### src/rtl/pipe_hazard_ctrl.sv
// Pipeline hazard controller: per-stage stall/flush control, flush hold, livelock watchdog.
// Ports: clk, rst_n (async, active-low), stall_req, flush_req -> stall_state, flush_state,
// wdog_timeout, perf_stall_cyc, perf_flush_cnt. Perf counters exist only with STALL_PERF_EN.
module pipe_hazard_ctrl #(
    parameter int STAGES     = 6,
    parameter int FLUSH_CYC  = 1,
    parameter int WDOG_LIMIT = 255
) (
    input  logic              clk,
    input  logic              rst_n,
    input  logic [STAGES-1:0] stall_req,
    input  logic [STAGES-1:0] flush_req,
    output logic [STAGES-1:0] stall_state,
    output logic [STAGES-1:0] flush_state,
    output logic              wdog_timeout,
    output logic [31:0]       perf_stall_cyc,
    output logic [31:0]       perf_flush_cnt
);

    localparam int HW = $clog2(FLUSH_CYC + 1);
    localparam logic [HW-1:0] HLOAD = HW'(FLUSH_CYC - 1);
    localparam logic [15:0] WLIM = 16'(WDOG_LIMIT);

    logic [STAGES-1:0] stall_comb;
    logic [STAGES-1:0] fmask_new;
    logic [STAGES-1:0] hold_mask;
    logic [STAGES-1:0] held;
    logic [STAGES-1:0] flush_i;
    logic [STAGES-1:0] stall_i;
    logic [HW-1:0]     hold_cnt;
    logic [15:0]       wdog_cnt;
    logic              wdog_q;
    logic              accepted;
    logic              stalled;
    logic              found;
    logic              older;
    logic              run;
    int                kidx;

    // Stall propagates to every younger slot; the highest flushing stage
    // kills everything below it unless an older stage is frozen.
    always_comb begin
        stall_comb = '0;
        fmask_new  = '0;
        found      = 1'b0;
        older      = 1'b0;
        run        = 1'b0;
        kidx       = 0;
        for (int j = STAGES - 1; j >= 0; j--) begin
            run           = run | stall_req[j];
            stall_comb[j] = run;
        end
        for (int i = 0; i < STAGES; i++) begin
            if (flush_req[i]) begin
                found = 1'b1;
                kidx  = i;
            end
        end
        for (int i = 0; i < STAGES; i++) begin
            if (found && i < kidx) fmask_new[i] = 1'b1;
            if (found && i > kidx && stall_req[i]) older = 1'b1;
        end
        accepted = found && !older;
    end

    assign held    = (hold_cnt != '0) ? hold_mask : '0;
    assign flush_i = (accepted ? fmask_new : '0) | held;
    assign stall_i = stall_comb & ~flush_i;
    assign stalled = (stall_i != '0);

    assign flush_state  = rst_n ? flush_i : '0;
    assign stall_state  = rst_n ? stall_i : '1;
    assign wdog_timeout = wdog_q;

    // A new flush reloads the counter and unions with any live hold.
    always_ff @(posedge clk or negedge rst_n) begin
        if (!rst_n) begin
            hold_cnt  <= '0;
            hold_mask <= '0;
        end else if (accepted) begin
            hold_cnt  <= HLOAD;
            hold_mask <= (HLOAD != '0) ? (fmask_new | held) : '0;
        end else if (hold_cnt != '0) begin
            hold_cnt <= hold_cnt - 1'b1;
            if (hold_cnt == HW'(1)) hold_mask <= '0;
        end
    end

    always_ff @(posedge clk or negedge rst_n) begin
        if (!rst_n) begin
            wdog_cnt <= '0;
            wdog_q   <= 1'b0;
        end else if (stalled) begin
            if (wdog_cnt != WLIM) wdog_cnt <= wdog_cnt + 16'd1;
            if (wdog_cnt == WLIM - 16'd1) wdog_q <= 1'b1;
        end else begin
            wdog_cnt <= '0;
        end
    end

`ifdef STALL_PERF_EN
    logic [31:0] st_cnt;
    logic [31:0] fl_cnt;

    always_ff @(posedge clk or negedge rst_n) begin
        if (!rst_n) begin
            st_cnt <= '0;
            fl_cnt <= '0;
        end else begin
            if (stalled)  st_cnt <= st_cnt + 32'd1;
            if (accepted) fl_cnt <= fl_cnt + 32'd1;
        end
    end

    assign perf_stall_cyc = st_cnt;
    assign perf_flush_cnt = fl_cnt;
`else
    assign perf_stall_cyc = '0;
    assign perf_flush_cnt = '0;
`endif

endmodule

### config.mk
export PLATFORM = sky130hd
export DESIGN_NAME = pipe_hazard_ctrl
export DESIGN_NICKNAME = d
export VERILOG_FILES = /design/src/rtl/pipe_hazard_ctrl.sv
export SDC_FILE = /design/constraint.sdc
export NUM_CORES = 1
export LEC_CHECK = 0
export ABC_AREA = 1
export BUFFER_PORTS_ARGS = -buffer_cell sky130_fd_sc_hd__buf_4
export CELL_PAD_IN_SITES_DETAIL_PLACEMENT = 1
export CELL_PAD_IN_SITES_GLOBAL_PLACEMENT = 1
export CORE_MARGIN = 2
export CORE_UTILIZATION = 27
export CTS_BUF_LIST = sky130_fd_sc_hd__clkbuf_8 sky130_fd_sc_hd__clkbuf_16
export CTS_CLUSTER_DIAMETER = 150
export DETAILED_ROUTE_END_ITERATION = 16
export GPL_TIMING_DRIVEN = 1
export HOLD_SLACK_MARGIN = 0.15
export PLACE_DENSITY_LB_ADDON = 0.1
export REMOVE_ABC_BUFFERS = 1
export SYNTH_ARGS = -nofsm -noshare
export SYNTH_HDL_FRONTEND = slang
export SYNTH_SLANG_ARGS = --single-unit
export TNS_END_PERCENT = 50
### constraint.sdc
create_clock -name clk -period 1.6 [get_ports clk]
set_clock_uncertainty 0.2 [all_clocks]
set_input_delay 0.32 -clock clk [delete_from_list [all_inputs] [get_ports clk]]
set_output_delay 0.32 -clock clk [all_outputs]
set_load 0.02 [all_outputs]
### Yosys cells after proc, flatten, opt, wreduce, memory -nomap -nowiden

Index checks and enable logic that the tools add are counted.

* register bits after elaboration: 24
* bits in latches: 0
* bits in writable memories: 0
* ROM bits: 0
* input bits: 14
* word-level logic and storage cells: 85
* memories kept: 0

* $add $sub $neg: 2
* multiply operators: 0
* divide/modulo/power cells: 0
* order comparisons: 12
* eq/ne operators: 3
* shift operators: 0
* multiplexer cells: 33
* bitwise operators: 8
* reduce and logical (&&, ||, !) cells: 23

Operators by type and width (number)
* 3-bit by 32-bit > comparator with 1-bit output (first input constant): 2
* 4-bit by 32-bit > comparator with 1-bit output (first input constant): 2
* 3-bit by 32-bit less-than comparator with 1-bit output (first input constant): 2
* 4-bit by 32-bit less-than comparator with 1-bit output (first input constant): 2
* 32-bit 2-to-1 mux: 2
* 6-bit 2-to-1 mux: 6
* 1-bit by 32-bit > comparator with 1-bit output (first input constant): 1
* 2-bit by 32-bit > comparator with 1-bit output (first input constant): 1
* 1-bit by 32-bit less-than comparator with 1-bit output (first input constant): 1
* 2-bit by 32-bit less-than comparator with 1-bit output (first input constant): 1
* 16-bit 2-to-1 mux: 2
* 1-bit 2-to-1 mux: 21
* 1-bit logical AND: 19
* 16-bit by 1-bit adder with 16-bit output (second input constant): 1
* 16-bit by 8-bit equality test with 1-bit output (second input constant): 1
* 16-bit by 8-bit != test with 1-bit output (second input constant): 1
* 6-bit AND: 1
* 6-bit inverter: 1
* 6-bit bitwise OR: 1
* 6-bit nonzero test: 1
* 1-bit bitwise OR: 5
* 2-bit 2-to-1 mux: 2
* 2-bit by 1-bit != test with 1-bit output (second input constant): 1
* 2-bit AND reduction: 1
* other kinds (3): 3

### Logic depth before layout (Yosys ltp)

* depth in word-level cells: 22
* depth in mapped cells: 12
* mapped depth without buffers: 12

### Worst setup path before layout

No wires, ideal clock.

* path type: register -> register
* from: register wdog_cnt[1]
* to: register wdog_cnt[14]
* setup time: 120 ps
* arrival time: 1443 ps
* required time: 1280 ps
* setup slack: -163 ps
* cell stages (with the launch flop): 10
* period minus slack after synthesis: 1763 ps
* cells stage by stage: dfrtp_1 -> ha_1 -> inv_1 -> nor2_1 -> nand2_1 -> nor3_1 -> nand3_1 -> nor2_1 -> xor2_1 -> nor2_1

* cells in the longest elaborated chain, start to end: 3
* elaborated cells between the ends (all ways): 5
* classes of those cells: add/sub (1); eq/ne (2); mux (2)

RTL lines
* start, declared: RTL line 31 `logic [15:0] wdog_cnt;`
* start signal, assigned: RTL line 94 `if (wdog_cnt != WLIM) wdog_cnt <= wdog_cnt + 16'd1;`
* 16-bit by 1-bit adder with 16-bit output: RTL line 94
* 16-bit 2-to-1 mux: RTL line 94
* 16-bit 2-to-1 mux: RTL line 93 `end else if (stalled) begin`

Parallel ways exist; a longest one is shown, timed or not. The select of a mux whose other input is x is not followed.
A chain may end at the register's enable or synchronous reset.

### Final worst setup path

* from: input flush_req[4]
* to: output flush_state[2]

* cells in the longest elaborated chain, start to end: 16
* elaborated cells between the ends (all ways): 36
* classes of those cells: order compare (7); mux (13); bitwise (1); reduce/logical (15)

RTL lines
* start, declared: RTL line 12 `input logic [STAGES-1:0] flush_req,`
* 32-bit 2-to-1 mux (2 in a row): RTL line 54 `if (flush_req[i]) begin`
* 1-bit by 32-bit > comparator with 1-bit output: RTL line 61 `if (found && i > kidx && stall_req[i]) older = 1'b1;`
* 1-bit logical AND (2 in a row): RTL line 61
* 1-bit 2-to-1 mux (6 in a row): RTL line 61
* 1-bit logical NOT: RTL line 63 `accepted = found && !older;`
* 1-bit logical AND: RTL line 63
* 6-bit 2-to-1 mux (*): RTL line 67 `assign flush_i = (accepted ? fmask_new : '0) | held;`
* 6-bit bitwise OR (*): RTL line 67
* 6-bit 2-to-1 mux (*): RTL line 71 `assign flush_state = rst_n ? flush_i : '0;`
* end, declared: RTL line 14 `output logic [STAGES-1:0] flush_state,`

Every way passes the cells marked *; elsewhere a longest branch is shown, timed or not.

==> impl_metrics.env <==
export IMPL_drcViolationCount=0
export IMPL_clk_pin_slew_ps=80
export IMPL_setup_tns_ps=-3096
export IMPL_antenna_left=0
export IMPL_synth_most_common_cell="buf_4"
export IMPL_cts_buffers=3
export IMPL_pin_count=91
export IMPL_grt_max_degree=18
export IMPL_ys_ff_latch=17
export IMPL_rows=28
export IMPL_syn_cell_area_sq_um=1674
export IMPL_pre_cts_slack_ps=-386.3
export IMPL_rsz0062_at_grt="yes"
export IMPL_p_seq_share_pct=26.8
export IMPL_drive_above_1_share_pct=44.34
export IMPL_cp_common_cell="nor2_4"
export IMPL_powerDensity_nw_per_um2=1092
export IMPL_synth_area_leaders="buf_4, dfrtp_1, nand2_1, nor2_1, inv_1"
export IMPL_crit_slowest_cell="nor2_4"
export IMPL_async_flop_share_pct=100.0
export IMPL_critPathLaunchType="primary input"
export IMPL_syn_inst=240
export IMPL_yosys_area_top_type="buf_4"
export IMPL_syn_avg_cell_area_sq_um=6.975
export IMPL_portBuffers=25
export IMPL_p_sw_mw=1.151
export IMPL_final_util_pct=41.53
export IMPL_ys_types=25
export IMPL_dieArea_sq_um=6846
export IMPL_viasPerCell=3.905
export IMPL_maxCapViolCount=0
export IMPL_path_cells="buf_6 -> nor2_4 -> nand3_4 -> nor2_4 -> nor2_4 -> nand3b_1 -> buf_4 -> nor2_4 -> buf_6"
export IMPL_critPathLaunch="flush_req[4]"
export IMPL_gp_congestion=0.7712
export IMPL_p_comb_share_pct=60.8
export IMPL_intPower_mw=1.550
export IMPL_irDropWorstVdd_mv=0.6368
export IMPL_dp_cells=378
export IMPL_routedWlPerCell_microns=11.26
export IMPL_synth_common_cells="buf_4, nand2_1, nor2_1, inv_1, dfrtp_1"
export IMPL_outcome="finished, violations left"
export IMPL_cts_sinks=17
export IMPL_antenna_found_initial=0
export IMPL_hp_start="wdog_timeout"
export IMPL_wirelength_microns=4525
export IMPL_grt_pass1_vias=1503
export IMPL_start_util_pct=28.11
export IMPL_first_iter_violations=26
export IMPL_core_area_sq_um=5956
export IMPL_cp_end_kind="output pin"
export IMPL_n_antenna_cell=0
export IMPL_groute_usage_overall_pct=13.73
export IMPL_htreeDepth=1
export IMPL_crit_reg2reg_launch="wdog_cnt[1]"
export IMPL_post_dp_hpwl_microns=3423
export IMPL_design_area_sq_um=2474
export IMPL_yosysTopAreaCellShare_pct=29.15
export IMPL_failed_checks="negative setup slack"
export IMPL_dieHeight_microns=82.74
export IMPL_period_needed_ps=1866
export IMPL_drv_slew=0
export IMPL_p_sw_share_pct=42.62
export IMPL_worstSkewPairLatency_ps=260
export IMPL_hold_violations=0
export IMPL_max_freq_mhz=535.8
export IMPL_power_leakage_nw=1.307
export IMPL_hold_path_class="register to register"
export IMPL_num_vias=1570
export IMPL_setup_ws_ps=-266.5
export IMPL_cts_path_max_buffers=2
export IMPL_grt_overflow_total=0
export IMPL_grt_first_pass_wirelength_microns=7189
export IMPL_root_buffer="clkbuf_8"
export IMPL_syn2layout_area_growth_pct=47.76
export IMPL_setup_viol=26
export IMPL_final_cells=402
export IMPL_cts_tree="yes"
export IMPL_worstPathMaxFanout=5
export IMPL_cp_required_ps=1080
export IMPL_power_mw=2.701
export IMPL_p_clk_share_pct=12.4
export IMPL_ys_warn_count=0
export IMPL_synth_edf_count=0
export IMPL_drtPass1Iterations=4
export IMPL_die_width_microns=82.74
export IMPL_fin_crit_sh_pct=116.7
export IMPL_arrival_ps=1350
export IMPL_critPathKind="primary input to output pin"
export IMPL_finalNetCount=344
export IMPL_place_area_sq_um=2013
export IMPL_fin_hold_ws_ps=280.1
export IMPL_synth_main_ff_cell="dfrtp_1"
export IMPL_synth_seq_area_share_pct=25.41
export IMPL_max_stage_delay_ps=170
-- sequential cells by signal (all words and copies together) (netlist names) --
| signal | cells |
|---|---|
| wdog_timeout | 1 |
| wdog_cnt | 16 |
-- placed cells by master (no fill, tap or decap), types with 6 or more instances in the layout --
master   synthesis  routed
buf_6            1      10
nor2_1          35      24
nor2_4           1      10
inv_2            0       9
conb_1           1      65
inv_1           28      18
nand3_1         16       9
nand3_2          2       6
nand2_2          1      12
buf_4           65      72
dfrtp_1         17      16
nand2_1         35      23
-- layout make-up --
type | instances | area, sq um
clock buffer | 3 | 41.29
clock inverter | 1 | 5.005
fill | 794 | 3482
inverter | 28 | 107.6
multi-input combinational | 192 | 1086
sequential | 17 | 426.7
tap | 75 | 93.84
timing repair buffer | 86 | 713.2
-- logic make-up (layout without fill, tap and decap cells) --
logic type / after synthesis / after routing / synth area share (%)
AOI/OAI and AO/OA: 5 / 5 / 2.092
xor gates and xnor gates: 5 / 5 / 2.616
adders and majority gates: 2 / 2 / 1.495
buffers and inverters: 95 / 118 / 36.32
DFF: 17 / 17 / 25.41
other: 1 / 65 / 0.2240
and+or+nand+nor: 115 / 115 / 31.84
-- power groups by stage --
stage / Sequential, mW / Clock [mW] / Combinational (mW)
after floorplan: 0.746 / 0 / 0.637
after global placement: 0.703 / 0 / 1.29
after detailed placement: 0.711 / 0 / 1.29
after CTS: 0.712 / 0.360 / 1.47
after global routing: 0.751 / 0.376 / 1.82
final: 0.724 / 0.334 / 1.64
-- path summary, 6_finish.rpt --
check,endpoint,slack [ps],cells past startpoint
setup / recovery,flush_state[2],-270,9
hold / removal,wdog_timeout,280,1
setup reg to reg,wdog_cnt[14],-150,9
hold reg to reg,wdog_timeout,280,1
max in group asynchronous,wdog_cnt[2],540,3
min in group asynchronous,wdog_cnt[8],450,3
-- critical path: cells and delay by family --
family,cells,cell delay (ps)
buf+inv,3,350
simple gates,6,660
-- what timing repair did --
action | in CTS | in global routing
setup endpoints to repair | 26 | 26
gates resized for setup | 37 | 43
hold buffers | 1 | 0
buffers inserted | 13 | 12
pin swaps | 19 | 35
hold endpoints to repair | 17 | 0
-- metal layers --
metal / vias up / share of wire [%] / global-route usage (%)
met2: 61 / 49 / 23.39
li1: 789 / - / -
met5: - / 0 / 0
met3: 2 / 6.5 / 2.717
met4: 0 / 0.64 / 2.951
met1: 718 / 44 / 17.96
Note: power is estimated with default switching activity, not from simulation.
